`src/rtl/cim_psum_accumulator.sv`:
```
// Accumulates NUM_TILES adder-tree partial sums plus a signed bias, then applies ReLU,
// right-shift requantisation and unsigned saturation. Optional macro CIM_ROUND_EN selects round-half-up.
module cim_psum_accumulator #(
    parameter int unsigned NUM_TILES = 4,
    parameter int unsigned PSUM_W    = 13,
    parameter int unsigned BIAS_W    = 16,
    parameter int unsigned ACC_W     = 18,
    parameter int unsigned SHIFT     = 7,
    parameter int unsigned OUT_W     = 8
) (
    input  logic              clk,
    input  logic              rst,
    input  logic              bias_load,
    input  logic [BIAS_W-1:0] bias_in,
    input  logic              input_valid,
    input  logic [PSUM_W-1:0] Psum,
    output logic              busy,
    output logic              out_valid,
    output logic [OUT_W-1:0]  Output
);

    localparam int unsigned CNT_W  = (NUM_TILES > 1) ? $clog2(NUM_TILES) : 1;
    localparam int unsigned Q_W    = ACC_W + 1;
    localparam int unsigned RND_SH = (SHIFT > 0) ? SHIFT - 1 : 0;
    localparam logic [Q_W-1:0] OUT_MAX = Q_W'((64'(1) << OUT_W) - 64'(1));
`ifdef CIM_ROUND_EN
    localparam logic [Q_W-1:0] RND = (SHIFT > 0) ? (Q_W'(1) << RND_SH) : '0;
`else
    localparam logic [Q_W-1:0] RND = '0;
`endif

    typedef enum logic {IDLE = 1'b0, ACC = 1'b1} state_t;

    state_t             state_q, state_d;
    logic [ACC_W-1:0]   acc_q, acc_d;
    logic [CNT_W-1:0]   cnt_q, cnt_d;
    logic [BIAS_W-1:0]  bias_q, bias_d;
    logic               out_valid_q, out_valid_d;
    logic [OUT_W-1:0]   output_q, output_d;
    logic               busy_q, busy_d;

    logic [ACC_W-1:0]   psum_ext_c;
    logic [ACC_W-1:0]   bias_ext_c;
    logic [ACC_W-1:0]   v_c;
    logic [Q_W-1:0]     q_c;
    logic [OUT_W-1:0]   act_c;

    // ReLU, optional rounding offset, shift and saturation of the final sum
    always_comb begin
        psum_ext_c = {{(ACC_W-PSUM_W){1'b0}}, Psum};
        bias_ext_c = {{(ACC_W-BIAS_W){bias_d[BIAS_W-1]}}, bias_d};
        v_c        = (state_q == IDLE) ? (bias_ext_c + psum_ext_c) : (acc_q + psum_ext_c);
        q_c        = ({1'b0, v_c} + RND) >> SHIFT;
        if (v_c[ACC_W-1] || (v_c == '0)) begin
            act_c = '0;
        end else if (q_c > OUT_MAX) begin
            act_c = '1;
        end else begin
            act_c = q_c[OUT_W-1:0];
        end
    end

    // Next-state and datapath update
    always_comb begin
        state_d     = state_q;
        acc_d       = acc_q;
        cnt_d       = cnt_q;
        bias_d      = bias_load ? bias_in : bias_q;
        out_valid_d = 1'b0;
        output_d    = output_q;
        if (input_valid) begin
            if ((state_q == IDLE && NUM_TILES == 1) ||
                (state_q == ACC && cnt_q == CNT_W'(NUM_TILES - 1))) begin
                state_d     = IDLE;
                acc_d       = '0;
                cnt_d       = '0;
                out_valid_d = 1'b1;
                output_d    = act_c;
            end else begin
                state_d = ACC;
                acc_d   = v_c;
                cnt_d   = cnt_q + CNT_W'(1);
            end
        end
        busy_d = (state_d == ACC);
    end

    always_ff @(posedge clk) begin
        if (rst) begin
            state_q     <= IDLE;
            acc_q       <= '0;
            cnt_q       <= '0;
            bias_q      <= '0;
            out_valid_q <= 1'b0;
            output_q    <= '0;
            busy_q      <= 1'b0;
        end else begin
            state_q     <= state_d;
            acc_q       <= acc_d;
            cnt_q       <= cnt_d;
            bias_q      <= bias_d;
            out_valid_q <= out_valid_d;
            output_q    <= output_d;
            busy_q      <= busy_d;
        end
    end

    assign busy      = busy_q;
    assign out_valid = out_valid_q;
    assign Output    = output_q;

endmodule

```
`config.mk`:
```
export PLATFORM = sky130hd
export DESIGN_NAME = cim_psum_accumulator
export DESIGN_NICKNAME = d
export VERILOG_FILES = /design/src/rtl/cim_psum_accumulator.sv
export SDC_FILE = /design/constraint.sdc
export NUM_CORES = 1
export LEC_CHECK = 0
export ABC_CLOCK_PERIOD_IN_PS = 5100
export BUFFER_PORTS_ARGS = -buffer_cell sky130_fd_sc_hd__buf_2
export CAP_MARGIN = 40
export CORE_MARGIN = 2
export CORE_UTILIZATION = 58
export DETAILED_ROUTE_END_ITERATION = 10
export MAX_ROUTING_LAYER = met4
export PLACE_DENSITY_LB_ADDON = 0.08
export SYNTH_ARGS = -nofsm -noshare
export SYNTH_HDL_FRONTEND = slang
export SYNTH_SLANG_ARGS = --single-unit
export TNS_END_PERCENT = 10
```
`constraint.sdc`:
```
create_clock -name clk -period 5.1 [get_ports clk]
set_input_delay 0.51 -clock clk [delete_from_list [all_inputs] [get_ports clk]]
set_output_delay 0.51 -clock clk [all_outputs]
set_load 0.1 [all_outputs]
```
Word level (Yosys, flattened, before mapping)
Cells that the tools add are included.
{ "classes": {"n_reduce_logical": 5, "magnitude_cmp": 1, "muxes": 8, "n_addsub": 3, "n_eq_ne": 1, "bitwise": 1} }
{ "op_table": {"columns": ["op", "count"], "rows": [
  ["two-way mux 18 bit", 2],
  ["adder 18 x 13 -> 18 bit", 1],
  ["zero test 18 bit", 1],
  ["adder 16 x 14 -> 17 bit", 1],
  ["two-way mux 16 bit", 1],
  ["two-way mux 8 bit", 2],
  ["> comparator 11 x 8 -> 1 bit (second input constant)", 1],
  ["adder 2 x 1 -> 2 bit (second input constant)", 1],
  ["== test 2 bit (second input constant)", 1],
  ["two-way mux 1 bit", 2],
  ["two-way mux 2 bit", 1],
  ["AND reduction 2 bit", 1],
  ["OR reduction 2 bit", 1],
  ["logical AND 1 bit", 1],
  ["logical OR 1 bit", 1],
  ["NOT 1 bit", 1]
]} }
{ "word_totals": {"regBits": 46, "input_bits": 33} }

Logic depth before layout (Yosys ltp)
{ "depth": {"depth_word": 6, "depth_mapped": 12, "mapped_depth_nobuf": 10} }

Worst setup path before layout
No wires, ideal clock.
{ "synth_path": {"path_type": "in2reg", "start": "input bias_load", "end": "register output_q[5] (netlist: Output[5])", "path_slack_ps": 1388, "stages": 12, "t_arrival_ps": 3583, "n_path_buf": 2, "cell_sequence": "clkbuf_1 buf_1 mux2_2 ha_1 fa_1 a211oi_1 o21ai_0 nand2_1 o221a_2 mux2_2 a2111oi_2 a21oi_1"} }
{ "synth_via": {"elab_chain_cells": 6, "elab_cells_between_ends": 8} }
{ "synth_lines": {"columns": ["element", "line_no", "text"], "rows": [
  ["start, declared", "13", "input logic bias_load,"],
  ["two-way mux 16 bit *", "68", "bias_d = bias_load ? bias_in : bias_q;"],
  ["named net bias_d[0]", "37", "logic [BIAS_W-1:0] bias_q, bias_d;"],
  ["adder 16 x 14 -> 17 bit *", "52", "v_c = (state_q == IDLE) ? (bias_ext_c + psum_ext_c) : (acc_q + psum_ext_c);"],
  ["two-way mux 18 bit *", "52", null],
  ["> comparator 11 x 8 -> 1 bit or zero test 18 bit (tied branches)", "56, 54", null],
  ["two-way mux 8 bit or logical OR 1 bit (tied branches)", "56, 54", null],
  ["two-way mux 8 bit *", "54", "if (v_c[ACC_W-1] || (v_c == '0)) begin"],
  ["end signal, assigned", "103", "output_q <= output_d;"],
  ["end, declared", "39", "logic [OUT_W-1:0] output_q, output_d;"]
]} }
The timed path passes the listed nets; every way through them passes the cells marked *.
A chain may end at the register's enable or synchronous reset.

Worst setup path after layout
Ends and elaborated chain as after synthesis.

==> results.md <==
* Antenna diodes at 0
* Crit path kind: primary input to register
* Syn Inst Count at 409
* CTS Root Cell: clkbuf_8
* DR DRC count at 0
* Filler cell count in the final layout at 520
* CTS tree: done
* CP startpoint kind: primary input
* Max Cap Viol at 0
* Ys async rst share at 0%
* Slew HR at 45.3%
* Worst R2R Path Depth at 10
* First-pass GRT wire length at 13800 um
* Nets at 506
* Clock skew at 0.00596 ns
* Logic gate share of total power at 37.1%
* Worst min-delay path startpoint: Output[6]
* Fraction of layout cells with a size suffix above 1 at 19.4%
* Setup violations, final at 0
* Critical Path Source: bias_load
* Post-route ant nets at 0
* Reg-to-reg setup timing slack at 2.12 ns
* Post-CTS Hold Buffers at 0
* Sequential share of the synthesized area at 26.7%
* Starting density of the core at 59.2%
* Core Area at 5820 um^2
* Die H at 81.1 um
* Netlist cell types at 62
* Dpl hpwl at 6440 um
* Synth area leaders: dfxtp_1, ha_1, a21oi_1, mux2_2, nor2_1
* Vias per inst at 6.13
* Pwr/cell area at 260 nW/um^2
* Met2 WL at 3740 um
* Placed cell count at 512
* Rows at 28
* Die footprint at 6570 um^2
* Post-synth top cells: dfxtp_1, a21oi_1, nor2_1
* Total Routing Usage GR at 27.8%
* Synth Area in Compound Gates at 29.8%
* Total CTS buffers at 5
* P&R area growth vs syn at 10.1%
* Area leader, netlist: dfxtp_1
* Max-slew violation count at 0
* Critical Path Sink: Output[5]
* Worst slew pin tran at 0.821 ns
* Main combinational cell family by area after synthesis: compound AO/OA/AOI/OAI gates
* P_sw at 0.000356 W
* Yosys Warn Count at 0
* Initial drt markers at 160
* RR Startpoint: bias_q[0]
* CTS H-tree lvls at 2
* Synth Area in Simple Gates at 18.1%
* CTS Buffer Depth at 2
* Setup Buffers After CTS at 0
* Vias at 3182
* Die W at 81.1 um
* Hold/Removal Path Class: register to register
* Largest net degree at the start of global routing at 41
* Minimum clock period at 3.34 ns
* Setup TNS at 0 ns
* Met3 routed wirelength at 521 um
* Layout Cells excl Fill at 519
* Critical-path maximum fanout at 18
* EDFF count, synth at 0
* GR Overflow Total at 0
* Clock latency on the worst-skew pair at 0.30 ns
* Outcome: finished, final reports clean
* Max Clock Freq at 300 MHz
* Clock power share at 22.5%
* Initial antenna violation count at 0
* Internal Pwr Total at 0.000628 W
* Final core utilization at 65.2%
* Port buffer count at 42
* Drt total wl at 8500 um
* Max Used Layer: met4
* Portion of total power attributed to sequential cells at 40.5%
* CP required at 5.29 ns
* Final Hold Violating Endpoints at 0
* CP arrival at 3.52 ns
* Share of the synthesized area in the top cell type at 26.7%
* Syn avg cell area at 8.42 um^2
* Drt first pass iters at 5
* Top-count cell post-synth: dfxtp_1
* Register bit total from synthesis at 46
* Post-synthesis xor/xnor area fraction at 3.31%
* Dominant synthesized flop cell: dfxtp_1
* CTS Sinks at 46
* Maximum VDD drop at 0.142 mV
* Routed WL per cell at 16.4 um
* Worst Setup End Kind: register
* Ports at 43
* Period utilization at 65.4%
* Worst flop-to-flop path endpoint: Output[5]
* Net Sw Frac at 36.2%
* Multi-input combinational cell area at 2420 um^2
* FF+latch area at 921 um^2
* M1 WL at 4060 um
* Post-synthesis adder-cell area fraction at 11.0%
* Mapped Area at 3440 um^2
* PostCTS Resize Cnt at 0
* Clk pin slew, worst setup/hold paths at 0.09 ns
* Vias in the first global route at 2825
* Post-Syn Nets at 471
* Gpl congestion at 0.858
* Mux cell area share after synthesis at 8.10%
* RSZ-0062 raised after global routing: no
* Leakage power at 1.57 nW
## worst max-delay path, cell delays in order
cell	delay, ns
buf_2	0.32
mux2_2	0.40
ha_1	0.22
fa_1	0.43
a211oi_1	0.36
o21ai_0	0.25
nand2_1	0.16
o221a_2	0.20
mux2_2	0.35
a2111oi_2	0.21
a21oi_1	0.11
## layout make-up
cell class	instances	area share, %
clock buffers	7	2.01
well taps	75	2.47
inverters	10	0.989
multi-input cells	336	63.9
flip-flops and latches	46	24.3
repair buffers	45	6.33
## per-stage QoR
stage          setup WS, ns  hold WS [ns]  area (um^2)  total power (W)
2_1_floorplan          1.39         0.449         3440         0.000677
3_3_place_gp           1.51         0.458         3700         0.000754
3_5_place_dp           1.44         0.462         3720         0.000764
4_1_cts                1.75         0.475         3790         0.000980
5_1_grt                1.55         0.484         3790          0.00104
6_report               1.76         0.473         3790         0.000985
## cell families (layout without fill, tap and decap cells)
logic type / Yosys count / count (layout)
flops: 46 / 46
mux: 26 / 26
simple gates: 122 / 122
fa+ha+maj: 29 / 29
xor+xnor: 13 / 13
compound gates: 146 / 146
buf+inv: 27 / 62
## power by group through the flow
stage | Sequential [W] | Combinational [W] | Clock, W
6_report | 0.000398 | 0.000365 | 0.000221
3_5_place_dp | 0.000407 | 0.000357 | 0
4_1_cts | 0.000398 | 0.000360 | 0.000222
3_3_place_gp | 0.000406 | 0.000349 | 0
2_1_floorplan | 0.000407 | 0.000271 | 0
5_1_grt | 0.000402 | 0.000402 | 0.000235
## registers in the layout (all words and copies together), names as in the netlist
register   count
acc_q         18
cnt_q          2
busy           1
bias_q        16
Output         8
out_valid      1
## routing by layer
| layer | GRT usage (%) | vias up |
|---|---|---|
| li1 | - | 1610 |
| met1 | 38.4 | 1453 |
| met2 | 41.5 | 101 |
| met3 | 4.33 | 18 |
| met4 | 9.15 | 0 |
| met5 | - | - |
## worst min-delay path by stage
| stage | endpoint | slack (ns) | cells past startpoint |
|---|---|---|---|
| after CTS | Output[6] | 0.47 | 2 |
| after global placement | Output[6] | 0.46 | 2 |
| after global routing | Output[6] | 0.48 | 2 |
| final | Output[6] | 0.47 | 2 |
| after floorplan | acc_q[11] | 0.45 | 2 |
| after detailed placement | Output[6] | 0.46 | 2 |
## cell usage in the layout, fill, tap and decap left out, types with 3 or more instances in the layout
cell type,Yosys,layout
nand2b_1,4,4
o21a_1,6,6
a211oi_1,11,11
a41oi_1,3,3
a21o_1,8,8
nor3_1,9,9
ha_1,27,27
xnor2_1,8,8
mux2i_1,11,11
or2_2,5,5
a22oi_1,9,9
clkbuf_8,0,5
nor2_1,32,32
o211ai_1,9,9
xor2_1,5,5
nand2_1,31,31
and3_1,4,4
buf_2,0,42
a21oi_2,2,3
nand3_1,7,7
a21oi_1,44,43
o21ai_0,19,19
nor2b_1,18,18
dfxtp_1,46,46
o21bai_1,3,3
a31oi_1,6,6
mux2_2,15,15
inv_1,10,10
Note: power is estimated with default switching activity, not from simulation.
